`src/rtl/mmio_timer_pkg.sv`:
```
// rtl/mmio_timer_pkg.sv - shared state encoding, register offsets and CTRL field positions
package mmio_timer_pkg;

  typedef enum logic [1:0] {
    IDLE = 2'd0,
    LOAD = 2'd1,
    CNT  = 2'd2,
    INT  = 2'd3
  } state_t;

  localparam logic [1:0] CTRL_OFF   = 2'd0;
  localparam logic [1:0] PRESET_OFF = 2'd1;
  localparam logic [1:0] COUNT_OFF  = 2'd2;

  localparam int CTRL_EN       = 0;
  localparam int CTRL_MODE_LSB = 1;
  localparam int CTRL_MODE_MSB = 2;
  localparam int CTRL_IM       = 3;

  localparam logic [1:0] MODE_RELOAD = 2'b01;

endpackage

```
`src/rtl/mmio_timer_if.sv`:
```
// rtl/mmio_timer_if.sv - CPU data-memory load/store port as seen by the timer
interface mmio_timer_if;
  logic [31:0] addr;
  logic        we;
  logic [31:0] wdata;
  logic [31:0] rdata;
  logic        irq;

  modport master (output addr, output we, output wdata, input rdata, input irq);
  modport slave  (input addr, input we, input wdata, output rdata, output irq);
endinterface

```
`src/rtl/mmio_timer.sv`:
```
// rtl/mmio_timer.sv - memory-mapped countdown timer with one-shot/auto-reload modes and masked irq
module mmio_timer
  import mmio_timer_pkg::*;
#(
  parameter logic [31:0] BASE = 32'h0000_7F00
) (
  input logic         clk,
  input logic         reset,
  mmio_timer_if.slave bus
);

  logic [3:0]  ctrl;
  logic [31:0] preset;
  logic [31:0] count;
  logic        irq_flag;
  state_t      state, state_nxt;

  logic       sel;
  logic [1:0] off;
  logic       wr_ctrl, wr_preset;
  logic       en, reload_mode;
  logic       do_load, do_dec, set_flag, clr_flag, clr_en;

  assign sel         = (bus.addr[31:4] == BASE[31:4]);
  assign off         = bus.addr[3:2];
  assign wr_ctrl     = sel & bus.we & (off == CTRL_OFF);
  assign wr_preset   = sel & bus.we & (off == PRESET_OFF);
  assign en          = ctrl[CTRL_EN];
  assign reload_mode = (ctrl[CTRL_MODE_MSB:CTRL_MODE_LSB] == MODE_RELOAD);

  always_ff @(posedge clk) begin
    if (reset) state <= IDLE;
    else       state <= state_nxt;
  end

  always_comb begin
    state_nxt = state;
    do_load   = 1'b0;
    do_dec    = 1'b0;
    set_flag  = 1'b0;
    clr_flag  = 1'b0;
    clr_en    = 1'b0;
    case (state)
      IDLE: if (en) state_nxt = LOAD;
      LOAD: begin
        do_load   = 1'b1;
        state_nxt = CNT;
      end
      CNT: begin
        if (!en) begin
          state_nxt = IDLE;
        end else if (count != 32'd0) begin
          do_dec = 1'b1;
        end else begin
          set_flag  = 1'b1;
          state_nxt = INT;
        end
      end
      INT: begin
        if (reload_mode) begin
          clr_flag  = 1'b1;
          state_nxt = LOAD;
        end else begin
          clr_en    = 1'b1;
          state_nxt = IDLE;
        end
      end
      default: state_nxt = IDLE;
    endcase
  end

  // A CPU write to CTRL overrides any same-cycle FSM update of EN or irq_flag.
  always_ff @(posedge clk) begin
    if (reset) begin
      ctrl     <= 4'd0;
      preset   <= 32'd0;
      count    <= 32'd0;
      irq_flag <= 1'b0;
    end else begin
      if (do_load)     count <= preset;
      else if (do_dec) count <= count - 32'd1;

      if (wr_preset) preset <= bus.wdata;

      if (wr_ctrl) begin
        ctrl     <= bus.wdata[3:0];
        irq_flag <= 1'b0;
      end else begin
        if (clr_en)        ctrl[CTRL_EN] <= 1'b0;
        if (set_flag)      irq_flag <= 1'b1;
        else if (clr_flag) irq_flag <= 1'b0;
      end
    end
  end

  always_comb begin
    bus.rdata = 32'd0;
    if (sel) begin
      case (off)
        CTRL_OFF:   bus.rdata = {28'd0, ctrl};
        PRESET_OFF: bus.rdata = preset;
        COUNT_OFF:  bus.rdata = count;
        default:    bus.rdata = 32'd0;
      endcase
    end
  end

  assign bus.irq = irq_flag & ctrl[CTRL_IM];

endmodule

```
`src/flat_wrapper.sv`:
```
// flat-port wrapper written by rule: the top's interface ports become plain ports
module mmio_timer_flat import mmio_timer_pkg::*;
#(
  parameter logic [31:0] BASE = 32'h0000_7F00
)
  (clk, reset, bus_addr, bus_we, bus_wdata, bus_rdata, bus_irq);
  mmio_timer_if bus_i ();
  input logic clk;
  input logic reset;
  input wire logic [$bits(bus_i.addr)-1:0] bus_addr;
  input wire logic [$bits(bus_i.we)-1:0] bus_we;
  input wire logic [$bits(bus_i.wdata)-1:0] bus_wdata;
  output wire logic [$bits(bus_i.rdata)-1:0] bus_rdata;
  output wire logic [$bits(bus_i.irq)-1:0] bus_irq;
  assign bus_i.addr = bus_addr;
  assign bus_i.we = bus_we;
  assign bus_i.wdata = bus_wdata;
  assign bus_rdata = bus_i.rdata;
  assign bus_irq = bus_i.irq;
  mmio_timer #(.BASE(BASE)) u_core (.clk(clk), .reset(reset), .bus(bus_i));
endmodule
```
`config.mk`:
```
export PLATFORM = sky130hd
export DESIGN_NAME = mmio_timer_flat
export DESIGN_NICKNAME = d
export VERILOG_FILES = /design/src/rtl/mmio_timer_pkg.sv /design/src/rtl/mmio_timer_if.sv /design/src/rtl/mmio_timer.sv /design/src/flat_wrapper.sv
export SDC_FILE = /design/constraint.sdc
export NUM_CORES = 1
export LEC_CHECK = 0
export CAP_MARGIN = 20
export CORE_MARGIN = 8
export CORE_UTILIZATION = 51
export CTS_BUF_LIST = sky130_fd_sc_hd__clkbuf_2
export DETAILED_ROUTE_END_ITERATION = 12
export GPL_ROUTABILITY_DRIVEN = 0
export MAX_ROUTING_LAYER = met4
export PLACE_DENSITY = 0.82
export SLEW_MARGIN = 20
export SYNTH_ARGS = -nofsm -noshare
export SYNTH_HDL_FRONTEND = slang
export SYNTH_SLANG_ARGS = --single-unit
```
`constraint.sdc`:
```
create_clock -name clk -period 3.15 [get_ports clk]
set_input_delay 0.63 -clock clk [delete_from_list [all_inputs] [get_ports clk]]
set_output_delay 0.63 -clock clk [all_outputs]
set_load 0.02 [all_outputs]
```
==> flow_metrics.py, run 1 <==
metrics = {
    "grt": {
        "grt_max_degree": 34,
        "grt_pass1_wl_mm": 19.87,
        "grt_usage": 0.2169,
        "antenna_found_initial": 0,
        "overflow": 0,
        "grt_pass1_vias": 4046,
    },
    "worst_setup_path": {
        "cp.required_ns": 2.52,
        "critPathKind": "in -> out",
        "r2r_setup_slack_ns": 0.31,
        "arrival_ns": 2.46,
        "end_kind": "primary output",
        "reg2reg_depth": 7,
        "start_kind": "input pin",
        "r2r-start": "u_core.count[1]",
        "r2r-end": "u_core.count[5]",
        "crit_fanout": 33,
    },
    "clocking": {
        "clockRootBuffer": "clkbuf_2",
        "cts-buffers-inserted": 9,
        "clk_path_buf_depth": 2,
        "clock_latency_ns": 0.50,
        "htreeDepth": 3,
        "tritoncts": "done",
        "clock-sinks": 71,
        "postCtsHoldBufs": 0,
        "path_clk_slew_ns": 0.17,
    },
    "job": {
        "drv_cap": 0,
    },
    "place": {
        "dpl.hpwl_mm": 8.565,
        "post-place-ws_ns": -0.3996,
        "dp.cells": 666,
        "port_buffers": 97,
    },
    "yosys": {
        "synth_edf_count": 0,
        "yosysTopAreaCellShare": 0.3516,
        "synth_area_um2": 4043,
        "yosys.cell_types.count": 64,
        "synth_largest_area_cell": "dfxtp_1",
        "synth_cells": 484,
        "synth.avg_cell_area_um2": 8.353,
        "yosys-top-cells-count": "nor2_1 (91), dfxtp_1 (71), mux2i_1 (41), a22oi_1 (31), nand2_1 (28)",
        "synth_ff_type": "dfxtp_1",
        "synth_nets": 552,
        "synthTopCellsByArea": "dfxtp_1 (35%), mux2i_1 (10%), nor2_1 (8.4%), a22oi_1 (5.8%), nand2_1 (2.6%)",
        "synthArstFlopShare": 0,
        "ys_warn_count": 0,
        "synth-seq-area-share": 0.3516,
        "synth_seq_cells": 71,
        "synth_most_common_cell": "nor2_1",
    },
    "floorplanning": {
        "std_cell_rows": 32,
        "core_area_um2": 7687,
        "start_util": 0.5259,
        "io_pins": 100,
        "die_area_um2": 11030,
        "die_h_um": 105.0,
        "die_w_um": 105.0,
    },
    "detailed_routing": {
        "drc_errors": 0,
        "wire_per_inst_um": 17.40,
        "vias_per_cell": 6.018,
        "wl_met2_mm": 5.522,
        "drtPass1Iterations": 5,
        "vias": 4104,
        "ant_nets": 0,
        "drt-initial-drc-count": 253,
        "wl_mm": 11.87,
        "wl_met1_mm": 5.303,
        "dr_wl_met3_um": 795,
        "top_layer": "met4",
    },
    "sta": {
        "timing.fmax_mhz": 323.2,
        "setup_viol": 0,
        "worst_slack_ns": 0.05633,
        "finalClockSkew_ns": 0.01762,
        "slew_violations": 0,
        "rsz0062_at_grt": "false",
        "relSlewSlack": 0.5024,
        "fin_crit_sh": 0.9821,
        "period_needed_ns": 3.094,
        "worst_pin_slew_ns": 0.7430,
        "finalHoldViolCount": 0,
        "holdWs_ns": 0.4931,
    },
    "power": {
        "leakage_nw": 1.801,
        "vdd_drop_max_mv": 0.2383,
        "power.density_nw_per_um2": 291.3,
    },
    "worst_hold_path": {
        "hp-start": "u_core.preset[19]",
        "hold_path.class": "reg -> reg",
        "whs_endpoint": "u_core.count[19]",
        "hold_depth": 2,
    },
    "finish": {
        "area_growth_pct": 27.02,
        "drive_above_1_share": 0.1707,
        "filler_cell_count": 674,
        "diodes": 0,
        "fin_cells": 682,
        "nNetsFinal": 644,
    },
    "outcome": {
        "run_status": "finished, final reports clean",
    },
}
==> worst max-delay path, cell delays in order <==
cell,delay [ns]
clkdlybuf4s50_1,0.42
nor4b_2,0.33
nand4_1,0.15
or2_2,0.35
buf_12,0.17
nor2_1,0.12
clkdlybuf4s15_2,0.27
==> timing repair <==
| item | CTS | global route |
|---|---|---|
| setup endpoints to repair | 32 | 32 |
| buffers inserted | 0 | 1 |
| pin swaps | 0 | 0 |
| gates resized for setup | 88 | 34 |
| hold endpoints to repair | 0 | 0 |
==> metal layers <==
metal | GRT usage | vias up
li1 | - | 1981
met1 | 0.2662 | 1919
met2 | 0.3498 | 183
met3 | 0.03686 | 21
met4 | 0.07849 | 0
met5 | - | -
==> flip-flops by register name (all words and copies together), names as in the netlist <==
register and count:
u_core.preset 32, u_core.irq_flag 1, u_core.count 32, u_core.state 2
u_core.ctrl 4
==> final cells by class <==
| type | count | area, um2 | share of cell area |
|---|---|---|---|
| Tap cell | 102 | 127.6 | 0.02485 |
| Sequential cell | 71 | 1421 | 0.2768 |
| Timing Repair Buffer | 119 | 1027 | 0.2000 |
| Clock inverter | 5 | 26.28 | 0.005117 |
| Inverter | 5 | 18.77 | 0.003655 |
| Clock buffer | 10 | 50.05 | 0.009747 |
| Multi-Input combinational cell | 370 | 2464 | 0.4798 |
==> cell usage in the layout, fill, tap and decap left out, types with 3 or more instances in the layout <==
cell / count
a211oi_1: 4
a21oi_1: 19
a221o_1: 4
a22oi_1: 31
a31oi_1: 9
a32oi_1: 3
and2_1: 3
buf_12: 4
buf_2: 23
buf_4: 18
clkbuf_2: 19
clkdlybuf4s50_1: 64
clkinv_2: 3
dfxtp_1: 71
inv_1: 5
mux2i_1: 41
nand2_1: 28
nand2b_1: 4
nand3_1: 13
nand3b_1: 3
nand4_1: 3
nor2_1: 91
nor3_1: 10
nor3_2: 3
nor4_1: 5
nor4_2: 6
o211ai_1: 10
o21ai_0: 4
o311ai_0: 4
or3_1: 7
or4_1: 8
xnor2_1: 7
==> through the flow <==
stage	TNS (ns)	total power, mW	area [um2]	utilization
6_report	0	1.496	5135	0.6680
5_1_grt	0	1.549	5135	0.6680
4_1_cts	0	1.501	5291	0.6883
3_5_place_dp	-12.11	1.101	5180	0.6738
3_3_place_gp	-7.797	1.098	5180	0.6738
2_1_floorplan	0	0.9947	4043	-
==> cell families after synthesis <==
group,count (synthesis),share of synthesized area
xor gates and xnor gates,8,0.01733
and+or+nand+nor,207,0.2631
adders and majority gates,1,0.003095
buffers and inverters,43,0.04766
AOI/OAI and AO/OA,111,0.2102
muxes,43,0.1071
DFF,71,0.3516
==> power breakdown <==
part / internal (mW) / switching [mW]
sequential: 0.901 / 0.00148
clock: 0.0962 / 0.313
combinational: 0.104 / 0.0801
==> how the worst max path moves through the flow <==
stage,startpoint,endpoint,slack (ns),cells past startpoint
global route,bus_addr[23],bus_rdata[22],0.003,7
finish,bus_addr[23],bus_rdata[22],0.06,7
detailed placement,bus_addr[23],bus_rdata[28],-0.40,7
floorplan,bus_addr[2],bus_rdata[11],0.46,6
CTS,bus_addr[24],bus_rdata[25],0.001,7
global placement,bus_addr[23],bus_rdata[28],-0.26,7
No activity file was read; power rests on OpenSTA's default activity.
==> inputs of run 2 (changes only) <==
--- a/config.mk
+++ b/config.mk
@@ -11,6 +11,7 @@
 export CTS_BUF_LIST = sky130_fd_sc_hd__clkbuf_2
 export DETAILED_ROUTE_END_ITERATION = 12
 export GPL_ROUTABILITY_DRIVEN = 0
+export HOLD_SLACK_MARGIN = 0.06
 export MAX_ROUTING_LAYER = met4
 export PLACE_DENSITY = 0.82
 export SLEW_MARGIN = 20
==> results of run 2 <==
Final layout, timing and power as in run 1 (identical DEF).
